==> src/rtl/osiris_lbuf_pkg.sv <==
// Shared types and defaults for the ping-pong linebuffer controller.
package osiris_lbuf_pkg;

    typedef enum logic {
        FREE = 1'b0,
        FULL = 1'b1
    } bank_state_t;

    localparam int DEF_LINES_PER_FRAME = 480;
    localparam int DEF_LCNT_W          = 10;

endpackage

==> src/rtl/lbuf_bank_fsm.sv <==
// One linebuffer bank: FREE until a line lands in it, FULL until the DMA drains it.
module lbuf_bank_fsm
    import osiris_lbuf_pkg::*;
(
    input  logic pclk,
    input  logic rst,
    input  logic set,
    input  logic clr,
    output logic full
);

    bank_state_t state, state_nx;

    // State register; reset abandons whatever the bank held.
    always_ff @(posedge pclk) begin
        if (rst) begin
            state <= FREE;
        end else begin
            state <= state_nx;
        end
    end

    // Next state: a clear is applied before a same-cycle set.
    always_comb begin
        state_nx = state;
        case (state)
            FREE: if (set)         state_nx = FULL;
            FULL: if (clr && !set) state_nx = FREE;
            default:               state_nx = FREE;
        endcase
    end

    assign full = (state == FULL);

endmodule

==> src/rtl/lbuf_pingpong_ctrl.sv <==
// Ping-pong linebuffer controller: steers the writer between two banks,
// raises line/frame interrupts toward the processing system and counts lines.
module lbuf_pingpong_ctrl
    import osiris_lbuf_pkg::*;
#(
    parameter int LINES_PER_FRAME = DEF_LINES_PER_FRAME,
    parameter int LCNT_W          = DEF_LCNT_W
) (
    input  logic              pclk,
    input  logic              rst,
    input  logic              line_done,
    input  logic              frame_start,
    input  logic              dma_ack,
    input  logic              frame_ack,
    input  logic              ovf_clr,
    output logic              wr_bank,
    output logic              wr_en,
    output logic              irq_line,
    output logic              irq_bank,
    output logic              irq_frame,
    output logic              overflow,
    output logic [LCNT_W-1:0] line_count
);

    localparam logic [LCNT_W-1:0] LCNT_ONE = LCNT_W'(1);
    localparam logic [LCNT_W-1:0] LCNT_MAX = '1;
    localparam logic [LCNT_W-1:0] LPF      = LCNT_W'(LINES_PER_FRAME);

    logic [1:0]        full;
    logic [1:0]        full_ack;
    logic [1:0]        full_nx;
    logic [1:0]        set_bank;
    logic [1:0]        clr_bank;
    logic              head;
    logic              head_nx;
    logic              wr_bank_nx;
    logic              wr_en_nx;
    logic              ack_ok;
    logic              ld_drop;
    logic [LCNT_W-1:0] lcnt_nx;
    logic              frame_cond_now;
    logic              frame_cond_nx;
    logic              irq_frame_nx;
    logic              overflow_nx;

    lbuf_bank_fsm u_bank0 (
        .pclk (pclk),
        .rst  (rst),
        .set  (set_bank[0]),
        .clr  (clr_bank[0]),
        .full (full[0])
    );

    lbuf_bank_fsm u_bank1 (
        .pclk (pclk),
        .rst  (rst),
        .set  (set_bank[1]),
        .clr  (clr_bank[1]),
        .full (full[1])
    );

    // Bank steering: the DMA ack is applied first, then the line end is judged.
    // A line ending while both banks are held is rescued, not dropped, when an
    // ack frees a bank in the same cycle.
    always_comb begin
        ack_ok     = dma_ack && (full != 2'b00);
        clr_bank   = 2'b00;
        set_bank   = 2'b00;
        head_nx    = head;
        wr_bank_nx = wr_bank;
        wr_en_nx   = wr_en;
        ld_drop    = 1'b0;
        if (ack_ok) begin
            clr_bank[head] = 1'b1;
            head_nx        = ~head;
            if (!wr_en) begin
                wr_bank_nx = head;
                wr_en_nx   = 1'b1;
            end
        end
        full_ack = full & ~clr_bank;
        if (line_done) begin
            if (wr_en) begin
                set_bank[wr_bank] = 1'b1;
                if (!full_ack[~wr_bank]) begin
                    wr_bank_nx = ~wr_bank;
                end else begin
                    wr_en_nx = 1'b0;
                end
            end else if (!ack_ok) begin
                ld_drop = 1'b1;
            end
        end
        full_nx = full_ack | set_bank;
    end

    // Line counter and sticky flags; irq_frame fires on entering the
    // "frame counted and drained" condition so frame_ack can clear it.
    always_comb begin
        lcnt_nx = line_count;
        if (frame_start) begin
            lcnt_nx = '0;
        end else if (line_done && (line_count != LCNT_MAX)) begin
            lcnt_nx = line_count + LCNT_ONE;
        end
        frame_cond_now = (line_count == LPF) && (full == 2'b00);
        frame_cond_nx  = (lcnt_nx == LPF) && (full_nx == 2'b00);
        irq_frame_nx   = (frame_cond_nx && !frame_cond_now) || (irq_frame && !frame_ack);
        overflow_nx    = ld_drop || (overflow && !ovf_clr);
    end

    // Output and control registers.
    always_ff @(posedge pclk) begin
        if (rst) begin
            head       <= 1'b0;
            wr_bank    <= 1'b0;
            wr_en      <= 1'b1;
            irq_line   <= 1'b0;
            irq_bank   <= 1'b0;
            irq_frame  <= 1'b0;
            overflow   <= 1'b0;
            line_count <= '0;
        end else begin
            head       <= head_nx;
            wr_bank    <= wr_bank_nx;
            wr_en      <= wr_en_nx;
            irq_line   <= |full_nx;
            irq_bank   <= head_nx;
            irq_frame  <= irq_frame_nx;
            overflow   <= overflow_nx;
            line_count <= lcnt_nx;
        end
    end

endmodule

==> config.mk <==
export PLATFORM = sky130hd
export DESIGN_NAME = lbuf_pingpong_ctrl
export DESIGN_NICKNAME = d
export VERILOG_FILES = /design/src/rtl/osiris_lbuf_pkg.sv /design/src/rtl/lbuf_bank_fsm.sv /design/src/rtl/lbuf_pingpong_ctrl.sv
export SDC_FILE = /design/constraint.sdc
export NUM_CORES = 1
export LEC_CHECK = 0
export ABC_AREA = 1
export ABC_CLOCK_PERIOD_IN_PS = 1630
export BUFFER_PORTS_ARGS = -buffer_cell sky130_fd_sc_hd__buf_2
export CAP_MARGIN = 20
export CORE_MARGIN = 2
export CORE_UTILIZATION = 35
export CTS_BUF_LIST = sky130_fd_sc_hd__clkbuf_4
export DETAILED_ROUTE_END_ITERATION = 12
export GPL_TIMING_DRIVEN = 0
export PLACE_DENSITY_LB_ADDON = 0.15
export SYNTH_ARGS = -nofsm -noshare
export SYNTH_HDL_FRONTEND = slang
export SYNTH_SLANG_ARGS = --single-unit
==> constraint.sdc <==
create_clock -name pclk -period 1.63 [get_ports pclk]
set_input_delay 0.326 -clock pclk [delete_from_list [all_inputs] [get_ports pclk]]
set_output_delay 0.326 -clock pclk [all_outputs]
set_load 0.01 [all_outputs]
==> flow_metrics.tcl, run 1 <==
set metrics [dict create \
    fin_worst_skew_ps 7.795 \
    final_net_count 205 \
    port_buffers 21 \
    path_clk_slew_ps 110 \
    fraction_of_synthesized_cell_area_taken_by_the_top_area_cell_type 0.3337 \
    postSynthCellCount 163 \
    status "finished with violations" \
    syn-mean-instance-area_um2 6.624 \
    track_usage 0.1703 \
    cts_inserted_buffers 3 \
    final_hold_viol_count 0 \
    worstPathMaxFanout 5 \
    grt_pass1_vias 1057 \
    layout_worst_path_cycle_share 1.016 \
    place_worst_setup_slack_ps -144.8 \
    detailed_place_hpwl_mm 2.002 \
    initial_antenna_violation_count 0 \
    finalWeightedCongestion 0.7691 \
    cts.sinks 18 \
    post_drt_via_cell_ratio 5.000 \
    layout-drive-gt1-share 0.3436 \
    post-route-worst-setup-slack_ps -25.54 \
    die-area_um2 3546 \
    cap_violations 0 \
    grt_overflow 0 \
    p_leak_nw 0.6801 \
    final-max-slew-violation-count 0 \
    yosys_register_bits 18 \
    yosysWarnings 0 \
    violations "negative setup slack" \
    dr.first_iter.drc_count 60 \
    yosys.area.top_type "sky130_fd_sc_hd__dfxtp_1" \
    synth.distinct_cells 29 \
    setup.worst_path.start_class "flop" \
    floorplan.die.height_um 59.55 \
    filler_cell_count 327 \
    clock_insertion_delay_worst_skew_ps 290 \
    cts_tree "built" \
    timing.critical_path.to_type "flop" \
    wl_mm 2.737 \
    final_core_util 0.4667 \
    worstPathRequired_ps 1860 \
    finalCriticalPeriod_ps 1656 \
    synth_edf_count 0 \
    achievable-frequency_mhz 604.0 \
    powerDensity_nw_per_um2 617.6 \
    area_growth_from_synthesis_to_layout_pct 29.78 \
    yosysSeqAreaShare 0.3337 \
    coreArea_um2 3003 \
    starting_density_of_the_core 0.3596 \
    worstSetupPathType "flop to flop" \
    grt_max_degree 11 \
    hp-class "input port to flop" \
    count_of_endpoints_failing_setup_in_the_final_report 1 \
    synth_top_flop_cell "sky130_fd_sc_hd__dfxtp_1" \
    grt_pass1_wl_mm 4.595 \
    arrival_ps 1890 \
    synth.area.top_cells "sky130_fd_sc_hd__dfxtp_1, sky130_fd_sc_hd__nand2_1, sky130_fd_sc_hd__nand3_1" \
    post_cts_hold_buffer_count 0 \
    io_pins 23 \
    htree_num_levels 1 \
    clock-root-buffer "sky130_fd_sc_hd__clkbuf_4" \
    drtPass1Iterations 5 \
    detail-route-antenna-nets 0 \
    die_width_um 59.55 \
    placement_rows 20 \
    async_flop_share 0 \
    setup_repair_after_global_routing_missed_its_margin "yes" \
    tightest_slew_ps 471.2 \
    clk_path_buf_depth 2 \
    drcViolationCount 0 \
    maxSlewHeadroom 0.6858 \
    route.vias.total 1140 \
    cell_area_after_synthesis_um2 1080 \
    max-vdd-ir-drop_uv 490.1 \
    detail_route.wl_per_cell_um 12.00 \
    syn-num-nets 172 \
    antennaDiodeCount 0 \
]
-- sequential cells by signal, summed over array words and instances (netlist names) --
register,cells
irq_frame,1
wr_bank,1
irq_line,1
overflow,1
u_bank0.full,1
u_bank1.full,1
wr_en,1
line_count,10
head,1
-- critical path, stage by stage (launching register included) --
cell and delay, ps:
sky130_fd_sc_hd__dfxtp_2 370, sky130_fd_sc_hd__ha_4 160, sky130_fd_sc_hd__nand2_4 60, sky130_fd_sc_hd__nor2_4 120, sky130_fd_sc_hd__nand3_4 140, sky130_fd_sc_hd__buf_6 160
sky130_fd_sc_hd__nand3_2 60, sky130_fd_sc_hd__nand2_2 50, sky130_fd_sc_hd__nor2_1 110, sky130_fd_sc_hd__nand2_1 70, sky130_fd_sc_hd__nor2_1 90, sky130_fd_sc_hd__nand3_1 90
sky130_fd_sc_hd__a21oi_2 130
-- power by group --
| group | leakage (nW) | switching, mW | total (mW) | internal [mW] |
|---|---|---|---|---|
| Combinational | 0.514 | 0.0989 | 0.160 | 0.0612 |
| Clock | 0.0154 | 0.137 | 0.226 | 0.0889 |
| Sequential | 0.151 | 0.0177 | 0.479 | 0.462 |
| Total | 0.680 | 0.254 | 0.865 | 0.612 |
-- layer usage --
metal | part of all wire | wire [um] | vias up | track usage
li1 | - | - | 581 | -
met1 | 0.48 | 1319 | 535 | 0.2367
met2 | 0.48 | 1307 | 20 | 0.2575
met3 | 0.029 | 79 | 4 | 0.02620
met4 | 0.011 | 31 | 0 | 0.07937
met5 | 0 | 0 | - | 0
-- layout by cell type, fill, tap and decap left out, drive strengths merged --
| cell type | Yosys | final |
|---|---|---|
| nand3 | 23 | 23 |
| buf | 2 | 30 |
| ha | 2 | 2 |
| a32oi | 1 | 1 |
| clkbuf | 2 | 5 |
| a21o | 1 | 1 |
| inv | 27 | 27 |
| nor3 | 4 | 4 |
| a21oi | 8 | 8 |
| nand2 | 38 | 38 |
| o31ai | 1 | 1 |
| dfxtp | 18 | 18 |
| o311ai | 1 | 1 |
| nor2 | 27 | 27 |
| nand3b | 1 | 1 |
| o21bai | 1 | 1 |
| clkinv | 1 | 2 |
| nand4 | 4 | 4 |
| o21ai | 1 | 1 |
-- path summary, 6_finish.rpt --
path / start / end / slack, ps / cells past startpoint
worst max-delay path: line_count[1] / irq_frame / -30 / 12
worst min-delay path: ovf_clr / overflow / 210 / 2
worst max register to register: line_count[1] / irq_frame / -30 / 12
worst min register to register: irq_frame / irq_frame / 470 / 2
-- layout make-up --
class                      count  area, um2  share of cell area
tap                           33      41.29             0.02946
inverter                      28      105.1             0.07500
clock buffer                   3      22.52             0.01607
timing repair buffer          28      181.4              0.1295
sequential                    18      374.1              0.2670
clock inverter                 1      3.754            0.002679
buffer                         4      30.03             0.02143
multi-input combinational    113      643.1              0.4589
-- cell families (layout without fill, tap and decap cells) --
family	after synthesis	after routing	synth area share
and+or+nand+nor	97	97	0.4392
adders and majority gates	2	2	0.02317
DFF	18	18	0.3337
buffers and inverters	32	64	0.1217
AOI/OAI and AO/OA	14	14	0.08228
-- cells in the mapped netlist (3+ instances only) --
library cell and n:
sky130_fd_sc_hd__nand2_2 5, sky130_fd_sc_hd__nor2_1 23, sky130_fd_sc_hd__nand2_1 32, sky130_fd_sc_hd__nand3_1 21, sky130_fd_sc_hd__nor3_1 3, sky130_fd_sc_hd__inv_1 25
sky130_fd_sc_hd__a21oi_1 7, sky130_fd_sc_hd__nand4_1 4, sky130_fd_sc_hd__dfxtp_1 18
-- repair_timing --
action | 4_1_cts | 5_1_grt
cloned | 1 | 0
setup buffers | 5 | 1
pin swaps | 5 | 7
endpoints found under the setup margin | 1 | 1
resized for setup | 11 | 13
-- through the flow --
stage | instances | total power, mW | cell area [um2] | hold WS, ps | TNS [ps]
after floorplan | 163 | 0.5886 | 1081 | 429.5 | 0
after global placement | 217 | 0.6357 | 1227 | 451.1 | -119.1
final | 228 | 0.8655 | 1401 | 211.9 | -25.54
after CTS | 227 | 0.8819 | 1360 | 199.9 | -55.86
after detailed placement | 217 | 0.6376 | 1227 | 454.2 | -144.8
after global routing | 228 | 0.9265 | 1401 | 211.2 | -179.1
Power figures use the tool's default switching activity.
==> run 2, diff against run 1 <==
--- a/config.mk
+++ b/config.mk
@@ -9,6 +9,8 @@
 export ABC_CLOCK_PERIOD_IN_PS = 1630
 export BUFFER_PORTS_ARGS = -buffer_cell sky130_fd_sc_hd__buf_2
 export CAP_MARGIN = 20
+export CELL_PAD_IN_SITES_DETAIL_PLACEMENT = 1
+export CELL_PAD_IN_SITES_GLOBAL_PLACEMENT = 1
 export CORE_MARGIN = 2
 export CORE_UTILIZATION = 35
 export CTS_BUF_LIST = sky130_fd_sc_hd__clkbuf_4
==> run 2 against run 1 <==
Clock power increased by 3%. Global-route usage rose by 3.7 points. The flow still finishes with violations (negative setup slack). Core utilization rose by 0.87 points.
==> flow_metrics.tcl, run 2 (synthesis results as in run 1) <==
set metrics [dict create \
    achievable-frequency_mhz 588.8 \
    p_leak_nw 0.6894 \
    antennaDiodeCount 0 \
    clock-root-buffer "sky130_fd_sc_hd__clkbuf_4" \
    place_worst_setup_slack_ps -180.7 \
    starting_density_of_the_core 0.3596 \
    route.vias.total 1169 \
    cts_tree "built" \
    drtPass1Iterations 4 \
    crit_end "irq_frame" \
    clk_path_buf_depth 2 \
    powerDensity_nw_per_um2 616.5 \
    post_drt_via_cell_ratio 5.105 \
    floorplan.die.height_um 59.55 \
    grt_pass1_wl_mm 5.547 \
    filler_cell_count 402 \
    status "finished with violations" \
    cts_inserted_buffers 3 \
    count_of_endpoints_failing_setup_in_the_final_report 2 \
    max-vdd-ir-drop_uv 342.5 \
    leading_cell_type_in_the_layout_fill_and_taps_excluded "sky130_fd_sc_hd__nand2_1" \
    die_width_um 59.55 \
    path_clk_slew_ps 110 \
    die-area_um2 3546 \
    fin_worst_skew_ps 2.184 \
    final_core_util 0.4754 \
    final-max-slew-violation-count 0 \
    cpLargestDelayFamily "simple AND/OR/NAND/NOR gates" \
    timing.rr.start "line_count[0]" \
    critical-path-max-stage-delay_ps 380 \
    startpoint "line_count[0]" \
    reg2reg_setup_slack_ps -70 \
    coreArea_um2 3003 \
    finalWeightedCongestion 0.7882 \
    setup.worst_path.start_class "flop" \
    final_hold_viol_count 0 \
    final_net_count 206 \
    io_pins 23 \
    detail-route-antenna-nets 0 \
    dr.first_iter.drc_count 53 \
    cp_slowest_cell "sky130_fd_sc_hd__dfxtp_4" \
    largest_reg_flops 10 \
    path_depth_of_the_worst_reg2reg_path 12 \
    grt_overflow 0 \
    violations "negative setup slack" \
    initial_antenna_violation_count 0 \
    layout.cell_area.non_filler_um2 1428 \
    area_growth_from_synthesis_to_layout_pct 32.21 \
    worstSetupPathType "flop to flop" \
    path_common_cell "sky130_fd_sc_hd__nand3_2" \
    hp-class "input port to flop" \
    worstPathMaxFanout 5 \
    worstSetupPathDepth 12 \
    layout_worst_path_cycle_share 1.042 \
    track_usage 0.2076 \
    cap_violations 0 \
    total_power_uw 880.1 \
    grt_pass1_vias 1231 \
    htree_num_levels 1 \
    port_buffers 21 \
    cts.sinks 18 \
    worstPathRequired_ps 1800 \
    finalCriticalPeriod_ps 1698 \
    maxSlewHeadroom 0.6514 \
    wl_mm 3.247 \
    timing.critical_path.to_type "flop" \
    max_flop_register "line_count" \
    arrival_ps 1870 \
    layout_common_cells "sky130_fd_sc_hd__nand2_1, sky130_fd_sc_hd__inv_1, sky130_fd_sc_hd__nor2_1, sky130_fd_sc_hd__buf_2, sky130_fd_sc_hd__nand3_1" \
    post-route-worst-setup-slack_ps -68.41 \
    clock_insertion_delay_worst_skew_ps 290 \
    grt_max_degree 11 \
    drcViolationCount 0 \
    worstPathBufferInverterCount 2 \
    detailed_place_hpwl_mm 2.365 \
    area_of_placed_instances_um2 1227 \
    tightest_slew_ps 522.8 \
    detail_route.wl_per_cell_um 14.18 \
    placement_rows 20 \
    layout-drive-gt1-share 0.3316 \
    cell_breakdown_of_the_critical_path "ha_4 > nand2_4 > nor2_4 > nand3_4 > buf_12 > buf_16 > nand4_1 > nand3_2 > nand2_1 > nor2_2 > nand3_2 > a21oi_2" \
    timing.rr.end "irq_frame" \
    setup_repair_after_global_routing_missed_its_margin "yes" \
]
[run 2: layout make-up]
type | instances | area [um2] | area share
tap | 33 | 41.29 | 0.02892
timing repair buffer | 29 | 205.2 | 0.1437
sequential | 18 | 369.1 | 0.2585
multi-input combinational | 113 | 650.6 | 0.4557
clock inverter | 1 | 3.754 | 0.002629
inverter | 28 | 105.1 | 0.07362
clock buffer | 3 | 22.52 | 0.01578
buffer | 4 | 30.03 | 0.02103
[run 2: worst min path at each step]
stage / end / slack, ps / start / cells past startpoint
3_3_place_gp: overflow / 450 / overflow / 2
5_1_grt: overflow / 200 / ovf_clr / 2
6_report: overflow / 210 / ovf_clr / 2
4_1_cts: overflow / 210 / ovf_clr / 2
3_5_place_dp: overflow / 450 / overflow / 2
2_1_floorplan: overflow / 430 / ovf_clr / 1
[run 2: where the power goes]
group | total (mW) | switching, mW | internal (mW)
Combinational | 0.167 | 0.105 | 0.0617
Sequential | 0.481 | 0.0188 | 0.462
Clock | 0.232 | 0.143 | 0.0889
[run 2: per-layer routing]
layer  wire [um]  vias to the layer above  global-route usage
li1            -                      587                   -
met1        1447                      561              0.2580
met2        1669                       17              0.3689
met3          85                        4             0.02402
met4          45                        0             0.06984
met5           0                        -                   0
[run 2: metrics by stage]
step | hold slack [ps] | std cells | setup TNS [ps]
2_1_floorplan | 429.5 | 163 | 0
3_3_place_gp | 450.7 | 217 | -118.6
3_5_place_dp | 445.9 | 217 | -180.7
4_1_cts | 210.3 | 229 | -159.6
5_1_grt | 199.3 | 229 | -342.8
6_report | 214.6 | 229 | -103.4
[run 2: timing repair]
item / CTS / global route
pin swaps: 9 / 4
buffers inserted: 7 / 0
gates cloned: 1 / 0
resized for setup: 18 / 4
hold buffers: 0 / 0
setup endpoints to repair: 1 / 2
